==> config.mk <==
export PLATFORM = sky130hd
export DESIGN_NAME = alu_issue
export DESIGN_NICKNAME = d
export VERILOG_FILES = /design/src/rtl/alu_issue_pkg.sv /design/src/rtl/alu_regfile.sv /design/src/rtl/alu_issue.sv
export SDC_FILE = /design/constraint.sdc
export NUM_CORES = 2
export LEC_CHECK = 0
export CAP_MARGIN = 20
export CELL_PAD_IN_SITES_DETAIL_PLACEMENT = 0
export CELL_PAD_IN_SITES_GLOBAL_PLACEMENT = 1
export CORE_MARGIN = 4
export CORE_UTILIZATION = 55
export CTS_CLUSTER_DIAMETER = 30
export DETAILED_ROUTE_END_ITERATION = 8
export PLACE_DENSITY_LB_ADDON = 0.15
export REMOVE_ABC_BUFFERS = 1
export SYNTH_ARGS = -nofsm -noshare
export SYNTH_HDL_FRONTEND = slang
export SYNTH_SLANG_ARGS = --single-unit
==> constraint.sdc <==
create_clock -name clk -period 3.9 [get_ports clk]
set_input_delay 0.78 -clock clk [delete_from_list [all_inputs] [get_ports clk]]
set_output_delay 0.78 -clock clk [all_outputs]
set_load 0.05 [all_outputs]
==> src/rtl/alu_issue_pkg.sv <==
// alu_issue_pkg: shared constants, types and the instruction decoder for the
// ALU issue stage.
//   - SEL_*   : 3-bit ALU selector encodings (add, sub, and, or, xor, sll, srl, slt)
//   - OP_R/OP_I : RV32I opcodes accepted by the issue stage
//   - decode(): classifies an instruction word into legality, operand format
//               and ALU selector
package alu_issue_pkg;

  localparam logic [2:0] SEL_ADD = 3'd0;
  localparam logic [2:0] SEL_SUB = 3'd1;
  localparam logic [2:0] SEL_AND = 3'd2;
  localparam logic [2:0] SEL_OR  = 3'd3;
  localparam logic [2:0] SEL_XOR = 3'd4;
  localparam logic [2:0] SEL_SLL = 3'd5;
  localparam logic [2:0] SEL_SRL = 3'd6;
  localparam logic [2:0] SEL_SLT = 3'd7;

  localparam logic [6:0] OP_R = 7'b0110011;
  localparam logic [6:0] OP_I = 7'b0010011;

  // Operand-1 source: rs2, sign-extended imm12, or zero-extended shamt.
  typedef enum logic [1:0] {
    FMT_R     = 2'd0,
    FMT_I_SX  = 2'd1,
    FMT_I_SH  = 2'd2,
    FMT_BAD   = 2'd3
  } fmt_e;

  typedef struct packed {
    logic       legal;
    fmt_e       fmt;
    logic [2:0] sel;
  } dec_t;

  function automatic dec_t decode(input logic [31:0] instr);
    dec_t       d;
    logic [6:0] f7;
    logic [2:0] f3;
    f7 = instr[31:25];
    f3 = instr[14:12];
    d  = '{legal: 1'b0, fmt: FMT_BAD, sel: SEL_ADD};
    if (instr[6:0] == OP_R) begin
      d.fmt = FMT_R;
      if (f3 == 3'b000 && f7 == 7'b0100000) begin
        d.legal = 1'b1;
        d.sel   = SEL_SUB;
      end else if (f7 == 7'b0000000) begin
        d.legal = 1'b1;
        unique case (f3)
          3'b000:  d.sel = SEL_ADD;
          3'b111:  d.sel = SEL_AND;
          3'b110:  d.sel = SEL_OR;
          3'b100:  d.sel = SEL_XOR;
          3'b001:  d.sel = SEL_SLL;
          3'b101:  d.sel = SEL_SRL;
          3'b010:  d.sel = SEL_SLT;
          default: d.legal = 1'b0;   // sltu is not an ALU op here
        endcase
      end
    end else if (instr[6:0] == OP_I) begin
      d.legal = 1'b1;
      d.fmt   = FMT_I_SX;
      unique case (f3)
        3'b000:  d.sel = SEL_ADD;
        3'b111:  d.sel = SEL_AND;
        3'b110:  d.sel = SEL_OR;
        3'b100:  d.sel = SEL_XOR;
        3'b010:  d.sel = SEL_SLT;
        3'b001, 3'b101: begin
          // Shifts take a 5-bit shamt; nonzero upper bits (e.g. srai) are dropped.
          d.fmt   = FMT_I_SH;
          d.sel   = (f3 == 3'b001) ? SEL_SLL : SEL_SRL;
          d.legal = (f7 == 7'b0000000);
        end
        default: d.legal = 1'b0;     // sltiu
      endcase
    end
    if (!d.legal) d.fmt = FMT_BAD;
    return d;
  endfunction

endpackage

==> src/rtl/alu_regfile.sv <==
// alu_regfile: 32 x XLEN register file, two combinational read ports, one
// write port. x0 always reads zero and is never written.
//   clk, rst_n      : clock, async active-low reset (clears every register)
//   ra1/rd1, ra2/rd2: read address / data
//   we, wa, wd      : write strobe, address, data
// With BYPASS=1 a read hitting the register being written this cycle returns
// the write data directly.
module alu_regfile #(
  parameter int XLEN   = 32,
  parameter bit BYPASS = 1'b1
) (
  input  logic            clk,
  input  logic            rst_n,
  input  logic [4:0]      ra1,
  output logic [XLEN-1:0] rd1,
  input  logic [4:0]      ra2,
  output logic [XLEN-1:0] rd2,
  input  logic            we,
  input  logic [4:0]      wa,
  input  logic [XLEN-1:0] wd
);

  logic [XLEN-1:0] regs_q [32];

  always_ff @(posedge clk or negedge rst_n) begin
    if (!rst_n) begin
      for (int i = 0; i < 32; i++) regs_q[i] <= '0;
    end else if (we && wa != 5'd0) begin
      regs_q[wa] <= wd;
    end
  end

  function automatic logic [XLEN-1:0] rd_port(input logic [4:0] a);
    if (a == 5'd0)                  return '0;
    else if (BYPASS && we && wa == a) return wd;
    else                            return regs_q[a];
  endfunction

  assign rd1 = rd_port(ra1);
  assign rd2 = rd_port(ra2);

endmodule

==> src/rtl/alu_issue.sv <==
// alu_issue: issue stage in front of the ALU. Decodes RV32I R/I-type ALU
// instructions, reads operands, checks RAW hazards against a busy scoreboard
// and presents one registered operand bundle to the ALU.
//   in_valid/in_ready/in_instr : instruction handshake
//   out_valid/out_ready        : operand bundle handshake
//   out_in0/out_in1/out_sel/out_rd : bundle (rs1, rs2-or-imm, selector, dest)
//   wb_en/wb_rd/wb_data        : ALU result writeback
//   illegal                    : one-cycle pulse when a bad instruction is dropped
module alu_issue
  import alu_issue_pkg::*;
#(
  parameter int XLEN   = 32,
  parameter bit BYPASS = 1'b1
) (
  input  logic            clk,
  input  logic            rst_n,
  input  logic            in_valid,
  output logic            in_ready,
  input  logic [31:0]     in_instr,
  output logic            out_valid,
  input  logic            out_ready,
  output logic [XLEN-1:0] out_in0,
  output logic [XLEN-1:0] out_in1,
  output logic [2:0]      out_sel,
  output logic [4:0]      out_rd,
  input  logic            wb_en,
  input  logic [4:0]      wb_rd,
  input  logic [XLEN-1:0] wb_data,
  output logic            illegal
);

  dec_t            dec;
  logic [4:0]      rs1, rs2, rd;
  logic [XLEN-1:0] rs1_val, rs2_val, op1_val;
  logic [31:0]     busy_q, busy_d, wb_clr, busy_eff;
  logic            stall, accept;
  logic            out_valid_q, out_valid_d, illegal_q, illegal_d;
  logic [XLEN-1:0] out_in0_q, out_in0_d, out_in1_q, out_in1_d;
  logic [2:0]      out_sel_q, out_sel_d;
  logic [4:0]      out_rd_q, out_rd_d;

  assign rs1 = in_instr[19:15];
  assign rs2 = in_instr[24:20];
  assign rd  = in_instr[11:7];
  assign dec = decode(in_instr);

  alu_regfile #(.XLEN(XLEN), .BYPASS(BYPASS)) u_rf (
    .clk   (clk),
    .rst_n (rst_n),
    .ra1   (rs1),
    .rd1   (rs1_val),
    .ra2   (rs2),
    .rd2   (rs2_val),
    .we    (wb_en),
    .wa    (wb_rd),
    .wd    (wb_data)
  );

  always_comb begin
    op1_val = rs2_val;
    if (dec.fmt == FMT_I_SX)      op1_val = {{(XLEN-12){in_instr[31]}}, in_instr[31:20]};
    else if (dec.fmt == FMT_I_SH) op1_val = {{(XLEN-5){1'b0}}, in_instr[24:20]};
  end

  // A same-cycle writeback releases its register before the hazard check
  // so the dependent instruction issues with the forwarded value.
  assign wb_clr   = wb_en ? (32'd1 << wb_rd) : 32'd0;
  assign busy_eff = BYPASS ? (busy_q & ~wb_clr) : busy_q;

  // Illegal instructions never read operands, so they never stall.
  assign stall    = dec.legal &&
                    (busy_eff[rs1] || (dec.fmt == FMT_R && busy_eff[rs2]));
  assign in_ready = !stall && (!out_valid_q || out_ready);
  assign accept   = in_valid && in_ready;

  always_comb begin
    out_valid_d = (out_valid_q && !out_ready) || (accept && dec.legal);
    illegal_d   = accept && !dec.legal;
    out_in0_d   = out_in0_q;
    out_in1_d   = out_in1_q;
    out_sel_d   = out_sel_q;
    out_rd_d    = out_rd_q;
    if (accept && dec.legal) begin
      out_in0_d = rs1_val;
      out_in1_d = op1_val;
      out_sel_d = dec.sel;
      out_rd_d  = rd;
    end
    // Clear first, then set, so a same-register set/clear leaves it busy.
    busy_d = busy_q & ~wb_clr;
    if (accept && dec.legal) busy_d = busy_d | (32'd1 << rd);
    busy_d[0] = 1'b0;
  end

  always_ff @(posedge clk or negedge rst_n) begin
    if (!rst_n) begin
      busy_q      <= '0;
      out_valid_q <= 1'b0;
      illegal_q   <= 1'b0;
      out_in0_q   <= '0;
      out_in1_q   <= '0;
      out_sel_q   <= SEL_ADD;
      out_rd_q    <= '0;
    end else begin
      busy_q      <= busy_d;
      out_valid_q <= out_valid_d;
      illegal_q   <= illegal_d;
      out_in0_q   <= out_in0_d;
      out_in1_q   <= out_in1_d;
      out_sel_q   <= out_sel_d;
      out_rd_q    <= out_rd_d;
    end
  end

  assign out_valid = out_valid_q;
  assign out_in0   = out_in0_q;
  assign out_in1   = out_in1_q;
  assign out_sel   = out_sel_q;
  assign out_rd    = out_rd_q;
  assign illegal   = illegal_q;

endmodule

# Yosys cells after proc, flatten, opt, wreduce, memory -nomap -nowiden
# Cells that the tools add are included.
[word_totals]
reg_bits = 1129
inputBits = 74
output_inout_bits = 75
elab_cells = 128
[classes]
n_lt_le_gt_ge = 6
eq_ne = 13
n_shift = 2
mux = 34
bitwise_logic = 6
n_reduce_logical = 28
[op_table]
columns = ["op", "n"]
rows = [
  ["$bwmux W1024", 1],
  ["$mux W32", 13],
  ["$bmux W32 S5", 2],
  ["$demux W32 S5", 1],
  ["$shl A1 B5 Y32 const A", 2],
  ["$and A32 B32 Y32", 1],
  ["$not A32 Y32", 1],
  ["$or A32 B32 Y32", 1],
  ["$ge A6 B6 Y1 const B", 3],
  ["$not A5 Y6", 3],
  ["$pmux W3 S6", 1],
  ["$pmux W3 S5", 1],
  ["$eq A7 B6 Y1 const B", 2],
  ["$eq A3 B3 Y1 const B", 4],
  ["$logic_and A1 B1 Y1", 12],
  ["$lt A5 B6 Y1 const B", 2],
  ["$mux W6", 2],
  ["$bmux W1 S5", 2],
  ["$eq A5 B5 Y1", 2],
  ["$logic_not A5 Y1", 2],
  ["$eq A7 B5 Y1 const B", 1],
  ["$logic_not A7 Y1", 1],
  ["$reduce_or A7 Y1", 1],
  ["$lt A6 B1 Y1 const B", 1],
  ["15 further kinds", 27],
]

# Depth between registers and ports, before layout
[logic_depth]
ltp_word = 16
depth_mapped = 12
ltp_nobuf = 7

# Hierarchy
# Synthesis repeated with hierarchy kept, for this count alone.
[unflattened]
cells_unflattened = 4347
hier_area_um2 = 60335.4
[modules_own_cells]
columns = ["mod", "n_inst", "cells_each", "area_each_um2", "seq_area_each_um2"]
rows = [
  ["alu_regfile", 1, 3808, 54931.4, 25624.6],
  ["alu_issue", 1, 539, 5403.9, 2627.5],
]

# Worst setup path before layout
# OpenSTA, ideal clock, no wires.
[synth_timing]
path_type = "in2out"
start = "input in_instr[20]"
end = "output in_ready"
arrival_ns = 3.395
required_ns = 3.120
path_slack_ns = -0.275
cell_stages = 8
n_path_buf = 3
cell_sequence = "buf_2 buf_2 buf_1 o22ai_1 a32o_1 o2111ai_1 nand4_1 a21boi_0"
[synth_via]
elab_chain_cells = 7
[synth_lines]
columns = ["element", "line", "rtl"]
rows = [
  ["start: declaration", "alu_issue.sv:19", "input logic [31:0] in_instr,"],
  ["$bmux W1 S5", "alu_issue.sv:72", "(busy_eff[rs1] || (dec.fmt == FMT_R && busy_eff[rs2]));"],
  ["$mux W1 (not written as such)", "alu_issue.sv:72", ""],
  ["$logic_and A1 B1 Y1", "alu_issue.sv:72", ""],
  ["$logic_or A1 B1 Y1", "alu_issue.sv:72", ""],
  ["$logic_and A1 B1 Y1", "alu_issue.sv:71", "assign stall = dec.legal &&"],
  ["$logic_not A1 Y1", "alu_issue.sv:73", "assign in_ready = !stall && (!out_valid_q || out_ready);"],
  ["$logic_and A1 B1 Y1", "alu_issue.sv:73", ""],
  ["end: declaration", "alu_issue.sv:18", "output logic in_ready,"],
]
# Every way passes these cells. The select of a mux whose other input is x is not followed.

# Worst setup path after layout
[layout_timing]
start = "input wb_rd[0]"
end = "output in_ready"
[layout_via]
elab_chain_cells = 11
elab_cells_between_ends = 13
cone_classes = "shift (1); mux (5); bitwise (2); reduce/logical (5)"
[layout_lines]
columns = ["element", "line", "rtl"]
rows = [
  ["start: declaration", "alu_issue.sv:27", "input logic [4:0] wb_rd,"],
  ["$shl A1 B5 Y32 *", "alu_issue.sv:67", "assign wb_clr = wb_en ? (32'd1 << wb_rd) : 32'd0;"],
  ["$mux W32 *", "alu_issue.sv:67", ""],
  ["$not A32 Y32 *", "alu_issue.sv:68", "assign busy_eff = BYPASS ? (busy_q & ~wb_clr) : busy_q;"],
  ["$and A32 B32 Y32 *", "alu_issue.sv:68", ""],
  ["$bmux W1 S5", "alu_issue.sv:72", ""],
  ["$mux W1 (not written as such)", "alu_issue.sv:72", ""],
  ["$logic_and A1 B1 Y1", "alu_issue.sv:72", ""],
  ["$logic_or A1 B1 Y1 *", "alu_issue.sv:72", ""],
  ["$logic_and A1 B1 Y1 *", "alu_issue.sv:71", ""],
  ["$logic_not A1 Y1 *", "alu_issue.sv:73", ""],
  ["$logic_and A1 B1 Y1 *", "alu_issue.sv:73", ""],
]
# Every way passes the cells marked *; elsewhere a longest branch is shown, timed or not. The select of a mux whose other input is x is not followed.

==> summary.md <==
| Metric | Value |
|---|---|
| Worst Path Buf+Inv | 6 |
| CP delay by family, top | simple AND/OR/NAND/NOR gates |
| Min-delay worst type | reg2reg |
| Initial DRC count | approximately 4300 |
| Vias | ~41000 |
| Die Ht | around 340 um |
| Worst hold stages | 0 |
| Final Hold Viols | 0 |
| Die W | between 300 and 400 um |
| Initial antenna violation count | 6 |
| DR pass1 iterations | 7 |
| Area grow syn2layout | 23.42% |
| Avg Cell Area, Syn | around 15 um2 |
| Period utilization | 0.9853 |
| Slowest stage cell, crit path | a311oi_2 |
| Vias in the first global route | roughly 43000 |
| Async set-reset flop share out of synthesis | 1.000 |
| Share of cells above drive strength 1 | 0.5610 |
| CTS tree | built |
| Synth Register Bits | ~1100 |
| Final Critical Period | between 3000 and 4000 ps |
| Max Cap Viol | 0 |
| Worst Setup SP | wb_rd[0] |
| Hold WS | between 300 and 400 ps |
| Leakage power | roughly 32 nW |
| Max frequency | between 200 and 300 MHz |
| Crit path largest cell delay | 310 ps |
| I/O Buffers | ~150 |
| Maximum number of pins on one net before global-route repair | around 110 |
| Leading area contributor after synthesis | dfrtp_1 |
| Starting density of the core | 0.5578 |
| Leading cell type in the layout, fill and taps excluded | dfrtp_1 |
| CP cell instances | buf_8, buf_6, nor4b_4, buf_4, nand2_2, a311oi_2, buf_4, and4b_2, nor3_2, nand4_1, a21boi_1, buf_4, buf_12 |
| Worst Path Arrival | just over 3000 ps |
| Synth top area cells | dfrtp_1 (47%), mux4_2 (23%), mux2_2 (19%) |
| Slew @ Worst Pin | about 1300 ps |
| Relative slew margins | 0.1624 |
| Clock sink count | roughly 1100 |
| Via density | 7.037 |
| Nets | about 4300 |
| Final WL | 209100 um |
| GRT Overall Usage | 0.3658 |
| Most frequent CP cell | buf_4 |
| Setup slack after layout | ~57 ps |
| Residual DRC | 0 |
| Final core occ | 0.6884 |
| Hold Path Origin | u_rf.regs_q[1011] |
| CTS Buf Count | between 200 and 300 |
| Placed insts | between 5000 and 6000 |
| Die ar. | between 100000 and 150000 um2 |
| Cell variety after synth | just over 70 |
| Antenna viol nets, final | 0 |
| First-pass GRT wire length | ~300000 um |
| GP Congestion | about 0.94 |
| Worst VDD drop | 0.0005049 V |
| Gate Count Post-Synth | a little under 4000 |
| Final setup viols | 0 |
| Gr ovfl total | 0 |
| CP required | 3120 ps |
| Dominant synthesized flop cell | dfrtp_1 |
| Most frequent cells in the layout | dfrtp_1 (1129), mux2_2 (994), mux4_2 (601) |
| Mapped Area | ~60000 um2 |
| Status | finished, final reports clean |
| Slew Limit Fails | 0 |
| CTS root buffer | clkbuf_16 |
| Worst R2R Start | busy_q[27] |
| Number of synthesized flops with an enable pin | 0 |
| Worst skew pair latency | between 800 and 900 ps |
| Skew final | 56.65 ps |
| Setup crit start kind | input pin |
| H-tree Lvls | 5 |
| Rows | between 100 and 150 |
| Yosys top cell area share | 0.4705 |
| Crit path max fanout | 4 |
| Clock-pin slew on the worst setup and hold paths | about 40 ps |
| WS Path Type | in2out |
| R2R cell count | 9 |
| HPWL Detailed | approximately 120000 um |
| Number of warnings issued by yosys | 0 |
| WP depth | 13 |
| Cell Pwr Density | roughly 600 nW/um2 |
| Setup Slack @ Placement | -554.8 ps |
| Setup crit end kind | output port |
| RSZ-0062 raised after global routing | true |
| Max clock buf depth | 4 |
| Boundary Pins | between 100 and 150 |
| Non-Filler Instances | 5780 |
| Routed wire per std cell | around 36 um |
| Setup TNS | 0 ps |
| Sequential area share after synthesis | 0.4705 |
| Core Area | 107700 um2 |
-- sequential cells by signal, indices dropped and copies added (netlist names) --
signal and flops:
illegal 1, out_valid 1, u_rf.regs_q 1024, out_rd 5, out_sel 3, out_in1 32, busy_q 31, out_in0 32
-- cell usage after synthesis (4+ instances only) --
cell type	n
dfrtp_1	1129
mux2_2	994
mux4_2	601
clkbuf_1	315
nand2_1	129
mux2i_1	98
buf_1	66
buf_2	56
nor2_1	53
mux2_4	48
a21oi_1	45
nand3_1	41
o21ai_0	40
nand2b_1	38
a22oi_1	33
mux2_1	24
o311ai_0	16
o211ai_1	11
o21ai_1	10
o22ai_1	10
and3_1	9
nor2b_1	9
nor4_1	9
xor2_1	9
a211oi_1	8
a32oi_1	7
a221o_1	6
inv_1	6
o31ai_1	6
buf_6	5
a221oi_1	4
a311oi_1	4
and2_1	4
inv_2	4
o2111ai_1	4
-- power by group --
group / switching [mW] / internal [mW] / leakage, nW
logic: 2.76 / 4.26 / 13.1
clock network: 6.92 / 16.1 / 4.56
registers: 1.61 / 13.8 / 14.6
-- final cells by class --
| type | count | area (um2) |
|---|---|---|
| Antenna cell | 1 | 2.502 |
| Clock buffer | 358 | 7838 |
| Clock inverter | 116 | 1515 |
| Fill cell | 7133 | 33550 |
| Inverter | 11 | 45.04 |
| Multi-Input combinational cell | 2329 | 30280 |
| Sequential cell | 1129 | 28250 |
| Tap cell | 1403 | 1755 |
| Timing Repair Buffer | 433 | 4418 |
-- worst register-to-register path, delay by kind of cell, from the launching register on --
family                 cells  cell delay, ps
and+or+nand+nor            1             150
AOI/OAI and AO/OA          3             740
buffers and inverters      4            1000
DFF                        1             400
muxes                      1             470
-- metal layers --
metal | share of wire | vias up | track usage | wire [um]
met4 | 0.042 | 0 | 0.1420 | 8756
met1 | 0.40 | 22030 | 0.5072 | 82820
met5 | 0 | - | 0 | 0
met3 | 0.097 | 538 | 0.09281 | 20300
met2 | 0.46 | 2331 | 0.5632 | 97200
li1 | - | 15770 | - | -
-- path summary, 6_finish.rpt --
check                                    end  slack (ps)
max                                 in_ready          60
min                        u_rf.regs_q[1011]         390
min reg2reg                u_rf.regs_q[1011]         390
max reg2reg                      out_in1[11]        1020
min in group asynchronous  u_rf.regs_q[1011]         560
max in group asynchronous    u_rf.regs_q[76]        2150
-- timing repair --
action | CTS | global route
gates cloned | 2 | 0
hold buffers | 1 | 0
resized for setup | 40 | 37
setup buffers | 1 | 4
pin swaps | 7 | 17
setup endpoints to repair | 1 | 1
hold endpoints to repair | 29 | 0
-- metrics by stage --
step	area [um2]	total power [mW]
after floorplan	58260	19.70
after global placement	64450	21.85
after detailed placement	64460	22.39
after CTS	73890	45.50
after global routing	74100	46.93
final	74110	45.42
-- logic make-up (layout without fill, tap and decap cells) --
logic type,count (synthesis),count (layout),share of synthesized area
compound gates,228,228,0.02594
xor+xnor,11,11,0.001605
other cells,0,1,0
flops,1129,1129,0.4705
mux,1765,1765,0.4447
simple gates,325,325,0.02678
buf+inv,456,918,0.03049
No activity file was read; power rests on OpenSTA's default activity.
